File: src/rtl/counter_load_sequencer.sv
// Command sequencer for the 4-bit loadable up/down counter: a FIFO of commands,
// each issued as a one-cycle load followed by a timed run. Optional macro: CNT_SEQ_LOOP_EN.
module counter_load_sequencer #(
  parameter int DEPTH   = 4,
  parameter int DWELL_W = 8
) (
  input  logic               CLK,
  input  logic               reset,
  input  logic               cmd_valid,
  output logic               cmd_ready,
  input  logic [3:0]         cmd_load,
  input  logic               cmd_dir,
  input  logic [DWELL_W-1:0] cmd_dwell,
`ifdef CNT_SEQ_LOOP_EN
  input  logic               loop,
`endif
  output logic [3:0]         load,
  output logic               load_en,
  output logic               chnge,
  output logic               busy,
  output logic               done
);

  localparam int PW = (DEPTH > 1) ? $clog2(DEPTH) : 1;
  localparam int CW = $clog2(DEPTH + 1);
  localparam int EW = 5 + DWELL_W;
  localparam logic [CW-1:0] DEPTH_C = CW'(DEPTH);

  typedef enum logic [1:0] {IDLE = 2'd0, LOAD = 2'd1, RUN = 2'd2, DONE = 2'd3} state_t;

  logic [EW-1:0]      mem [DEPTH];
  logic [PW-1:0]      wr_ptr;
  logic [PW-1:0]      rd_ptr;
  logic [CW-1:0]      count;
  logic [EW-1:0]      act;
  logic [EW-1:0]      next_entry;
  logic [DWELL_W-1:0] dwell_cnt;
  logic [DWELL_W-1:0] dwell_next;
  state_t             state;
  state_t             state_next;
  logic               push;
  logic               pop;

  assign cmd_ready = (count != DEPTH_C);
  assign push      = cmd_valid && cmd_ready;

  // Next state, pop decision and dwell counter update.
  always_comb begin
    state_next = state;
    pop        = 1'b0;
    dwell_next = dwell_cnt;
    case (state)
      IDLE: begin
        if (count != {CW{1'b0}}) begin
          pop        = 1'b1;
          state_next = LOAD;
        end else begin
          state_next = IDLE;
        end
      end
      LOAD: begin
        // Zero dwell runs for one cycle, like dwell 1.
        if (act[DWELL_W-1:0] == {DWELL_W{1'b0}}) begin
          dwell_next = DWELL_W'(1);
        end else begin
          dwell_next = act[DWELL_W-1:0];
        end
        state_next = RUN;
      end
      RUN: begin
        if (dwell_cnt > DWELL_W'(1)) begin
          dwell_next = dwell_cnt - DWELL_W'(1);
          state_next = RUN;
        end else begin
          state_next = DONE;
        end
      end
      DONE: begin
`ifdef CNT_SEQ_LOOP_EN
        if (loop && (count == {CW{1'b0}})) begin
          state_next = LOAD;
        end else begin
          state_next = IDLE;
        end
`else
        state_next = IDLE;
`endif
      end
      default: state_next = IDLE;
    endcase
  end

  // The command entering LOAD: the FIFO head on a pop, else the replayed active one.
  always_comb begin
    if (pop) begin
      next_entry = mem[rd_ptr];
    end else begin
      next_entry = act;
    end
  end

  // FIFO storage; contents need no reset because the pointers are cleared.
  always_ff @(posedge CLK) begin
    if (push) begin
      mem[wr_ptr] <= {cmd_load, cmd_dir, cmd_dwell};
    end
  end

  // Pointers, occupancy, FSM state and active command.
  always_ff @(posedge CLK) begin
    if (reset) begin
      wr_ptr    <= {PW{1'b0}};
      rd_ptr    <= {PW{1'b0}};
      count     <= {CW{1'b0}};
      state     <= IDLE;
      act       <= {EW{1'b0}};
      dwell_cnt <= {DWELL_W{1'b0}};
    end else begin
      if (push) begin
        wr_ptr <= wr_ptr + PW'(1);
      end
      if (pop) begin
        rd_ptr <= rd_ptr + PW'(1);
        act    <= mem[rd_ptr];
      end
      case ({push, pop})
        2'b10:   count <= count + CW'(1);
        2'b01:   count <= count - CW'(1);
        default: count <= count;
      endcase
      state     <= state_next;
      dwell_cnt <= dwell_next;
    end
  end

  // Registered outputs, computed from the state being entered.
  always_ff @(posedge CLK) begin
    if (reset) begin
      load    <= 4'd0;
      load_en <= 1'b0;
      chnge   <= 1'b0;
      busy    <= 1'b0;
      done    <= 1'b0;
    end else begin
      load_en <= (state_next == LOAD);
      busy    <= (state_next != IDLE);
      done    <= (state_next == DONE);
      if (state_next == LOAD) begin
        load  <= next_entry[EW-1 -: 4];
        chnge <= next_entry[DWELL_W];
      end
    end
  end

endmodule

File: config.mk
export PLATFORM = sky130hd
export DESIGN_NAME = counter_load_sequencer
export DESIGN_NICKNAME = d
export VERILOG_FILES = /design/src/rtl/counter_load_sequencer.sv
export SDC_FILE = /design/constraint.sdc
export NUM_CORES = 1
export LEC_CHECK = 0
export BUFFER_PORTS_ARGS = -buffer_cell sky130_fd_sc_hd__buf_2
export CORE_ASPECT_RATIO = 1.25
export CORE_MARGIN = 2
export CORE_UTILIZATION = 59
export CTS_CLUSTER_DIAMETER = 30
export DETAILED_ROUTE_END_ITERATION = 6
export HOLD_SLACK_MARGIN = 0.05
export PLACE_DENSITY_LB_ADDON = 0.2
export SYNTH_ARGS = -nofsm -noshare
export SYNTH_HDL_FRONTEND = slang
export SYNTH_SLANG_ARGS = --single-unit
File: constraint.sdc
create_clock -name CLK -period 3.1 [get_ports CLK]
set_input_delay 0.155 -clock CLK [delete_from_list [all_inputs] [get_ports CLK]]
set_output_delay 0.155 -clock CLK [all_outputs]
set_load 0.01 [all_outputs]
==> metrics.txt <==
vias in the first global route=2207; Row Count=32; Async S/R FF share, synth=0%; n_diodes=0; critical path's slowest cell=or3b_1; number of detailed-route iterations in the first pass=4; Routed WL=6.37 mm; final hold vios=0; gr usage total=20.5%; die span in y=92.8 um; residual DRC count=0; Worst EP arrival=2700 ps; net count after synthesis=299; grt total ovfl=0; worst path bufs/invs=2; CP startpoint kind=flip-flop; max-cap violation count=0; Resized cells post-CTS=0; grt met1 use=26.7%; antenna viol nets, final=0; Total Die Area=0.00696 mm2; PortBufs=24; critical path class=reg2reg; Final nets=339; Final Cell Area=0.00423 mm2; DP Area=0.00391 mm2; grt met3 use=3.05%; critical path's top delay family=simple AND/OR/NAND/NOR gates; H-tree depth=3; Horiz. Die Dim=75.0 um; filler cell count=422; Synth warnings=0; first-pass GRT wire length=10.4 mm; register bit total from synthesis=92; WL/cell=15.8 um; Initial Util=60.7%; RSZ-0062 raised after global routing=false; routing usage on met2=33.6%; core area=0.00613 mm2; final estimated routing congestion in global placement=0.876; number of synthesized flops with an enable pin=52; Setup Buffers After CTS=0; VDD IR max=0.484 mV; Root Buffer=clkbuf_8; Worst Path Required=3380 ps; final setup TNS=0 ps; static leakage=1.50 nW; Netlist cell types=47; Slowest Stage Delay on Critical Path=440 ps; Clk pin slew, worst setup/hold paths=90 ps; Vias/cell=5.58; CTS sink count=92; Pwr Density=952 mW/mm2; layout cells sized above 1=18.6%; hpwl dp=4.20 mm; Cells after Synth=272; most used cell along the critical path=inv_1; largest net degree at the start of global routing=42; Num CTS Buffers=9; Skew-Pair Late Insertion Delay=350 ps; gr busiest metal=met2; initial antenna violation count=0; DRT iter0 DRCs=135; R2R setup slack=680 ps; worst hold path class=in2reg; Tcrit/Tclk final=78.1%; max_slew headroom=52.5%; Vias=2242; post-route minimum period=2420 ps; ys flop type=edfxtp_1; status=finished clean; Syn Std Cell Area=0.00372 mm2; crit-path max FO=6; CTS max path bufs=2; # setup viols final=0; Fmax=0.413 GHz; crit-path cells=or3b_1, and2_1, inv_1, ha_1, inv_1, fa_1, xor2_1, or3_1, a21oi_1; area delta synth->final=13.7%; Clock Skew=8.51 ps; Slew Limit Fails=0; Worst-Margin Slew=713 ps; # IOs=25; element type at the critical path end=flip-flop; Syn Area/Cell=13.7 um2; CTS tree=built; sequential fraction of the synthesis area=63.5%
state kept, by name, indices dropped and copies added, names as in the netlist, named ones only:
register / cells
load: 4
mem: 52
load_en: 1
busy: 1
count: 3
dwell_cnt: 8
state: 2
wr_ptr: 2
chnge: 1
act: 13
rd_ptr: 2
done: 1
layout make-up:
type	count	area, um2	area share, %
sequential	92	2360	55.9
timing repair buffer	40	273	6.45
tap	85	106	2.51
inverter	13	48.8	1.15
multi-input combinational	156	1240	29.4
clock inverter	5	62.6	1.48
clock buffer	11	131	3.11
what timing repair did:
item,4_1_cts,5_1_grt
hold buffers,13,0
hold endpoints to repair,52,0
setup endpoints to repair,0,0
placed cells by master (no fill, tap or decap), types with 3 or more instances in the layout:
cell           Yosys  final
a21oi_1           21     21
a311oi_1           5      5
and3_1             5      5
buf_2              2     24
buf_4              0      3
clkbuf_8           2      9
dfxtp_1           40     40
dlygate4sd3_1      0     13
edfxtp_1          52     52
ha_1              10     10
inv_1             12     12
mux2i_1            6      6
mux4_2            11     11
nand2_1           22     22
nand2b_1           3      3
nor2_1            19     19
nor3_1             6      6
nor4_1             3      3
o21ai_0            5      5
or3_1              3      3
xor2_1             3      3
report_power, final:
group          internal, mW  leakage (nW)  switching (mW)
clock                 0.376        0.0897           0.400
sequential             1.55         0.805           0.169
combinational         0.673         0.607           0.853
total                  2.60          1.50            1.42
per-layer routing:
metal  routed length [um]  vias to the layer above
met5                    0                        -
met4                  136                        0
met3                  110                       13
met2                 3300                       31
met1                 2820                     1107
li1                     -                     1091
cells by family after synthesis:
group | share of synthesized area, %
compound gates | 8.91
xor+xnor | 1.18
fa+ha+maj | 3.90
buf+inv | 3.03
flops | 63.5
mux | 9.69
simple gates | 9.79
cell usage after synthesis (2+ instances only):
cell       count  area, um2
dfxtp_1       40        801
clkbuf_1       7       26.3
nor4_1         3       18.8
o21a_1         2       15.0
xnor2_1        2       17.5
mux2i_1        6       60.1
or3_1          3       18.8
mux4_1         2       52.6
a31oi_1        2       12.5
a2bb2oi_1      2       17.5
nor2_1        19       71.3
buf_2          2       10.0
o31ai_1        2       15.0
nand2_1       22       82.6
clkbuf_8       2       27.5
nand2b_1       3       18.8
a21oi_1       21        105
nand3_1        2       10.0
inv_1         12       45.0
o21ai_0        5       25.0
nand3b_1       2       15.0
a311oi_1       5       43.8
edfxtp_1      52       1560
nor3_1         6       30.0
xor2_1         3       26.3
mux4_2        11        248
ha_1          10        125
and3_1         5       31.3
through the flow:
step | hold slack (ps) | power (mW) | std cells | setup WS (ps) | util [%]
2_1_floorplan | 254 | 2.90 | 272 | 724 | -
3_3_place_gp | 368 | 3.22 | 373 | 766 | 63.7
3_5_place_dp | 370 | 3.27 | 373 | 689 | 63.7
4_1_cts | 242 | 4.05 | 402 | 666 | 69.0
5_1_grt | 276 | 4.30 | 402 | 475 | 69.0
6_report | 245 | 4.02 | 402 | 679 | 69.0
worst paths after layout:
check,from,endpoint,cells after the start
worst min register to register,act[0],act[0],2
worst max register to register,count[2],count[2],9
worst max-delay path,count[2],count[2],9
worst min-delay path,cmd_valid,wr_ptr[1],4
tightest hold or removal path: stages:
cell     delay [ps]
buf_2           110
and2_1          170
nand2_1          70
a21oi_1          50
Power figures use the tool's default switching activity.
